File: config.mk
export PLATFORM = sky130hd
export DESIGN_NAME = sync_fifo_flags
export DESIGN_NICKNAME = d
export VERILOG_FILES = /design/src/rtl/sync_fifo_flags.sv
export SDC_FILE = /design/constraint.sdc
export NUM_CORES = 1
export LEC_CHECK = 0
export BUFFER_PORTS_ARGS = -buffer_cell sky130_fd_sc_hd__buf_2
export CAP_MARGIN = 20
export CORE_UTILIZATION = 55
export CTS_CLUSTER_DIAMETER = 30
export DETAILED_ROUTE_END_ITERATION = 10
export PLACE_DENSITY = 0.77
export SLEW_MARGIN = 20
export SYNTH_ARGS = -nofsm -noshare
export SYNTH_HDL_FRONTEND = slang
export SYNTH_SLANG_ARGS = --single-unit
File: constraint.sdc
create_clock -name clk -period 2.9 [get_ports clk]
set_clock_uncertainty 0.15 [all_clocks]
set_input_delay 0.29 -clock clk [delete_from_list [all_inputs] [get_ports clk]]
set_output_delay 0.29 -clock clk [all_outputs]
set_load 0.01 [all_outputs]
File: src/rtl/sync_fifo_flags.sv
// Single-clock FIFO with fill count, almost-full/almost-empty thresholds,
// FWFT or registered-read output, synchronous flush and sticky error flags.
module sync_fifo_flags #(
   parameter int Data_Width = 8,
   parameter int Addr_Width = 4,
   parameter int AF_Level   = 12,
   parameter int AE_Level   = 2,
   parameter int FWFT       = 1
) (
   input  logic                  clk,
   input  logic                  rst_n,
   input  logic                  flush,
   input  logic                  clr_err,
   input  logic                  winc,
   input  logic [Data_Width-1:0] wdata,
   input  logic                  rinc,
   output logic [Data_Width-1:0] rdata,
   output logic                  wfull,
   output logic                  walmost_full,
   output logic                  rempty,
   output logic                  ralmost_empty,
   output logic [Addr_Width:0]   count,
   output logic                  overflow,
   output logic                  underflow
);
   localparam int Depth = 1 << Addr_Width;
   localparam logic [Addr_Width:0] L_DEPTH = (Addr_Width+1)'(Depth);
   localparam logic [Addr_Width:0] L_AF    = (Addr_Width+1)'(AF_Level);
   localparam logic [Addr_Width:0] L_AE    = (Addr_Width+1)'(AE_Level);
   localparam logic [Addr_Width:0] L_ONE   = (Addr_Width+1)'(1);

   logic [Data_Width-1:0] r_mem [Depth];
   logic [Addr_Width:0]   r_wptr, r_rptr, r_count;
   logic [Data_Width-1:0] r_rdata;
   logic                  r_ovf, r_udf;
   logic                  w_full, w_empty, w_wr_en, w_rd_en, w_ovf_evt, w_udf_evt;
   logic [Addr_Width-1:0] w_waddr, w_raddr;

   assign w_full    = (r_count == L_DEPTH);
   assign w_empty   = (r_count == '0);
   assign w_wr_en   = winc && !w_full && !flush;
   assign w_rd_en   = rinc && !w_empty && !flush;
   assign w_ovf_evt = winc && w_full && !flush;
   assign w_udf_evt = rinc && w_empty && !flush;
   assign w_waddr   = r_wptr[Addr_Width-1:0];
   assign w_raddr   = r_rptr[Addr_Width-1:0];

   always_ff @(posedge clk) begin
      if (w_wr_en) r_mem[w_waddr] <= wdata;
   end

   always_ff @(posedge clk or negedge rst_n) begin
      if (!rst_n) begin
         r_wptr  <= '0;
         r_rptr  <= '0;
         r_count <= '0;
      end else if (flush) begin
         r_wptr  <= '0;
         r_rptr  <= '0;
         r_count <= '0;
      end else begin
         if (w_wr_en) r_wptr <= r_wptr + L_ONE;
         if (w_rd_en) r_rptr <= r_rptr + L_ONE;
         case ({w_wr_en, w_rd_en})
            2'b10:   r_count <= r_count + L_ONE;
            2'b01:   r_count <= r_count - L_ONE;
            default: r_count <= r_count;
         endcase
      end
   end

   // Holds the most recently consumed word; in FWFT mode it is shown while empty.
   always_ff @(posedge clk or negedge rst_n) begin
      if (!rst_n)       r_rdata <= '0;
      else if (w_rd_en) r_rdata <= r_mem[w_raddr];
   end

   // A new error event takes priority over a same-cycle clear.
   always_ff @(posedge clk or negedge rst_n) begin
      if (!rst_n) begin
         r_ovf <= 1'b0;
         r_udf <= 1'b0;
      end else begin
         if (w_ovf_evt)    r_ovf <= 1'b1;
         else if (clr_err) r_ovf <= 1'b0;
         if (w_udf_evt)    r_udf <= 1'b1;
         else if (clr_err) r_udf <= 1'b0;
      end
   end

   generate
      if (FWFT != 0) begin : g_fwft
         assign rdata = w_empty ? r_rdata : r_mem[w_raddr];
      end else begin : g_reg
         assign rdata = r_rdata;
      end
   endgenerate

   assign wfull         = w_full;
   assign rempty        = w_empty;
   assign walmost_full  = (r_count >= L_AF);
   assign ralmost_empty = (r_count <= L_AE);
   assign count         = r_count;
   assign overflow      = r_ovf;
   assign underflow     = r_udf;
endmodule

Yosys cells after proc, flatten, opt, wreduce, memory -nomap -nowiden
Memories as Yosys holds them, arrays and structs flattened.
Cells that the tools add are included.
{ "word_totals": {"mem_count": 1, "ram_bits": 128, "inputBits": 14, "elab_cells": 45, "out_inout_bits": 19, "register_bits": 25} }
{ "classes": {"magnitude_cmp": 2, "n_eq_ne": 3, "n_reduce_logical": 17, "n_addsub": 4, "mux": 12} }
{ "memory_table": {"columns": ["name", "words", "width", "read_ports", "rd_ports_with_merged_regs", "wr", "line", "rtl"], "rows": [
  ["r_mem", 16, 8, 1, 0, 1, "32", "logic [Data_Width-1:0] r_mem [Depth];"]
]} }
{ "op_table": {"columns": ["cell", "n"], "rows": [
  ["two-way mux 5 bit", 5],
  ["adder 5 x 1 -> 5 bit, second input constant", 3],
  ["case mux 5 bit (2 select lines)", 1],
  ["logical AND 1 bit", 8],
  ["two-way mux 8 bit", 1],
  ["nonzero test 2 bit", 4],
  ["== test 5 bit, second input constant", 1],
  ["greater-or-equal comparator 5 x 4 -> 1 bit, second input constant", 1],
  ["less-or-equal comparator 5 x 2 -> 1 bit, second input constant", 1],
  ["logical NOT 5 bit", 1],
  ["two-way mux 1 bit", 5],
  ["subtractor 5 x 1 -> 5 bit, second input constant", 1],
  ["logical NOT 1 bit", 3],
  ["nonzero test 3 bit", 1],
  ["== test 2 x 1 -> 1 bit, second input constant", 1],
  ["== test 2 bit, second input constant", 1]
]} }

Longest topological paths before layout
{ "depth": {"word_depth": 7, "ltp_mapped": 12, "ltp_nobuf": 10} }

Worst setup path before layout
OpenSTA, ideal clock, no wires.
{ "synth_path": {"path_kind": "register to register", "from": "reg r_count[1], in the netlist count[1]", "to": "reg r_count[2], in the netlist count[2]", "required_time_ns": 2.672, "t_arrival_ns": 2.684, "path_slack_ns": -0.012, "setup_time_ns": 0.078, "stages_incl_launch_ff": 11, "period_less_slack_ns": 2.912, "path_buffers": 2, "path_cell_list": "dfrtp_1 -> buf_6 -> or4_4 -> o21ai_1 -> buf_2 -> nor2_1 -> xor2_1 -> ha_1 -> or4_1 -> a21o_1 -> a21oi_1"} }
{ "synth_via": {"elab_chain_len": 7, "elab_cells_between_ends": 15, "classes_between": "add/sub (2); eq/ne (3); mux (2); reduce/logical (8)"} }
{ "synth_lines": {"columns": ["item", "line", "rtl"], "rows": [
  ["start, declared", "33", "logic [Addr_Width:0] r_wptr, r_rptr, r_count;"],
  ["start signal, assigned", "65", "2'b10: r_count <= r_count + L_ONE;"],
  ["start signal, assigned", "66", "2'b01: r_count <= r_count - L_ONE;"],
  ["start signal, assigned", "67", "default: r_count <= r_count;"],
  ["== test 5 bit / logical NOT 5 bit (equally long branches)", "39, 40", null],
  ["logical NOT 1 bit, on equally long branches", "41, 42", null],
  ["logical AND 1 bit, on equally long branches (2 in series)", "41, 42", null],
  ["== test 2 x 1 -> 1 bit / == test 2 bit (equally long branches)", "64", "case ({w_wr_en, w_rd_en})"],
  ["case mux 5 bit (2 select lines)", "64", null],
  ["two-way mux 5 bit", "57", "end else if (flush) begin"]
]} }
Parallel ways exist; a longest one is shown, timed or not.
A chain may end at the register's enable or synchronous reset.

Worst setup path in the final report
{ "layout_path": {"from": "reg r_rptr[0]", "to": "out rdata[5]"} }
{ "layout_via": {"elab_chain_len": 2} }
{ "layout_lines": {"columns": ["item", "line", "rtl"], "rows": [
  ["start, declared", "33", null],
  ["start signal, assigned", "63", "if (w_rd_en) r_rptr <= r_rptr + L_ONE;"],
  ["memory (16 x 8 bit)", null, null],
  ["two-way mux 8 bit", "93", "assign rdata = w_empty ? r_rdata : r_mem[w_raddr];"],
  ["end, declared", "17", "output logic [Data_Width-1:0] rdata,"]
]} }
Every way passes these cells.

==> flow_summary.toml <==
[timing]
worstMarginPinSlew_ps = 535
drv_slew = 0
period_minus_slack_ps = 2800
finalHoldViolations = 0
finalSetupViolations = 0
timing.final.crit_share_pct = 96.6
rsz0062_at_grt = "true"
relSlewSlack_pct = 64.3
fin_setup_tns_ps = 0
fmax_mhz = 357

[global_routing]
antenna_found_initial = 0
gr-total-overflow = 0
grt_use_met2_pct = 40.0
grt_max_degree = 24
grt_pass1_wl_um = 20300
met1_usage_pct = 30.8
grt_usage_pct = 24.4
busiest_layer = "met2"
grt_pass1_vias = 3650
use_met3_pct = 7.17

[outcome]
status = "completed"

[finish]
stdcell_area_um2 = 7460
multi_input_area_um2 = 1800
antennaDiodeCount = 0
nFillCells = 720
syn_to_final_growth_pct = 17.5
fin_cells = 613
final-seq-area_um2 = 4420
drive_gt1_share_pct = 26.0
nNetsFinal = 481

[yosys]
yosysWarnings = 0
syn_nets = 425
ys_ff_latch = 151
synth.distinct_cells = 45
ys_top_cells_by_area = "edfxtp_1 61%, dfrtp_1 9.1%, mux4_2 5.7%"
synth_top_area_share_pct = 60.5
synth_edf_count = 128
synth_most_common_cell = "edfxtp_1"
syn-cell-area_um2 = 6350
yosysTopAreaCell = "edfxtp_1"
avgSynthCellArea_um2 = 15.7
ys.flop_type = "edfxtp_1"
yosysSeqAreaShare_pct = 69.6
synthTopCellsByCount = "128 x edfxtp_1, 33 x mux2i_1, 30 x nand2_1"
async_flop_share_pct = 15.2
synth_cells = 404

[place]
dp.cells = 577
place.gp.congestion = 0.870
dp_hpwl_um = 8320
place_area_um2 = 6810
portBuffers = 32

[die]
die_w_um = 109
start_util_pct = 57.6
rows = 38
num_io_pins = 33
fp.dieArea_um2 = 12000
core_um2 = 11000
die_h_um = 109

[power]
leakage_nw = 2.64
peakVddDrop_mv = 0.628
p_per_area_nw_per_um2 = 901
finalPower_w = 0.00673

[clock_tree]
cts_made_buffers = 17
clock_path_buffers = 2
insertion_delay_ps = 420
cts_root_buffer = "clkbuf_16"
cts_tree = "built"
cts_sinks = 151
htreeDepth = 4
clkSlewWorstSetupHoldPaths_ps = 60

[routing]
first_pass_iters = 4
via_per_inst = 6.12
drt_iter0_markers = 423
routed_wl_um = 13600
antenna_left = 0
route.detailed.drc = 0
routed-via-count = 3750
post_drt_wl_per_cell_um = 22.2

[setup_path]
worst_ep_arrival_time_ps = 2360
worstSetupPathType = "reg2out"
endpoint_kind = "primary output"
cp.required_ps = 2460
crit_fanout = 8
cp-start-kind = "register"

[worst_hold_path]
min_path_type = "in2reg"

[job]
max_cap_violations = 0
cell type report:
cell class	count	share of cell area, %
clock inverters	8	1.11
inverters	7	0.402
flip-flops and latches	151	59.3
well taps	140	2.35
repair buffers	65	5.87
multi-input cells	218	24.1
clock buffers	24	6.89
report_power, final:
group | leakage, nW | internal, W | total [W] | switching (W)
Sequential | 1.45 | 0.00251 | 0.00266 | 0.000152
Clock | 0.296 | 0.00134 | 0.00220 | 0.000859
Combinational | 0.896 | 0.000837 | 0.00187 | 0.00103
flip-flops by register name (all words and copies together) (netlist names):
name       cells
count          5
r_wptr         4
r_mem        128
r_rdata        8
underflow      1
overflow       1
r_rptr         4
cells in the final DEF, fill, tap and decap left out, types with 3 or more instances in the layout:
cell / count
nand2b_1: 6
clkbuf_16: 19
edfxtp_1: 128
ha_1: 7
o221ai_2: 3
dfrtp_1: 21
buf_2: 32
clkbuf_1: 3
o221ai_1: 6
nor3_1: 5
mux4_2: 16
mux2i_1: 33
inv_1: 6
o21ai_0: 14
a22oi_1: 8
a31oi_1: 3
buf_4: 29
a221oi_1: 9
a21oi_1: 5
nor2_1: 23
nand2_1: 29
nor2b_1: 3
nand3_1: 6
a21o_1: 9
xor2_1: 8
timing repair:
action                                 4_1_cts  5_1_grt
hold buffers                                 2        0
endpoints found under the hold margin       25        0
setup buffers                                2        0
resized for setup                            1        8
setup endpoints to repair                    8       11
path summary, 6_finish.rpt:
path | startpoint | to | slack [ps] | depth (start not counted)
setup / recovery | r_rptr[0]$_DFFE_PN0P_ | rdata[5] | 100 | 7
hold / removal | flush | count[0]$_DFFE_PN0P_ | 100 | 2
setup reg to reg | count[1]$_DFFE_PN0P_ | count[2]$_DFFE_PN0P_ | 140 | 8
hold reg to reg | r_rdata[0]$_DFFE_PN0P_ | r_rdata[0]$_DFFE_PN0P_ | 340 | 2
max in group asynchronous | rst_n | r_rptr[0]$_DFFE_PN0P_ | 1960 | 2
min in group asynchronous | rst_n | count[2]$_DFFE_PN0P_ | 230 | 2
logic make-up (layout without fill, tap and decap cells):
group / count (synthesis) / in the layout / share of synthesized area, %
flip-flops: 151 / 151 / 69.6
AND/OR/NAND/NOR: 84 / 84 / 6.32
AO/OA/AOI/OAI: 69 / 69 / 8.20
multiplexers: 49 / 49 / 10.9
buffers and inverters: 35 / 104 / 2.40
XOR/XNOR: 9 / 9 / 1.24
adder cells (fa/ha/maj): 7 / 7 / 1.38
metal layers:
| layer | wire, um | vias up | part of all wire (%) |
|---|---|---|---|
| met1 | 5670 | 1896 | 42 |
| met5 | 0 | - | 0 |
| li1 | - | 1682 | - |
| met4 | 380 | 0 | 2.8 |
| met2 | 6770 | 146 | 50 |
| met3 | 798 | 26 | 5.9 |
stage by stage:
step	util [%]	setup WS, ps	hold slack (ps)
after floorplan	-	8.14	-156
after global placement	61.7	195	141
after detailed placement	61.7	117	153
after CTS	67.5	12.9	85.6
after global routing	67.7	-15.4	98.9
final	67.7	97.3	99.4
worst max-delay path, cell delays in order (launching register included):
cell	delay [ps]
dfrtp_4	570
buf_4	220
mux2i_1	120
a221oi_1	290
a21o_1	190
o221ai_1	200
o21ai_0	190
buf_2	150
(Power assumes the default switching activity.)
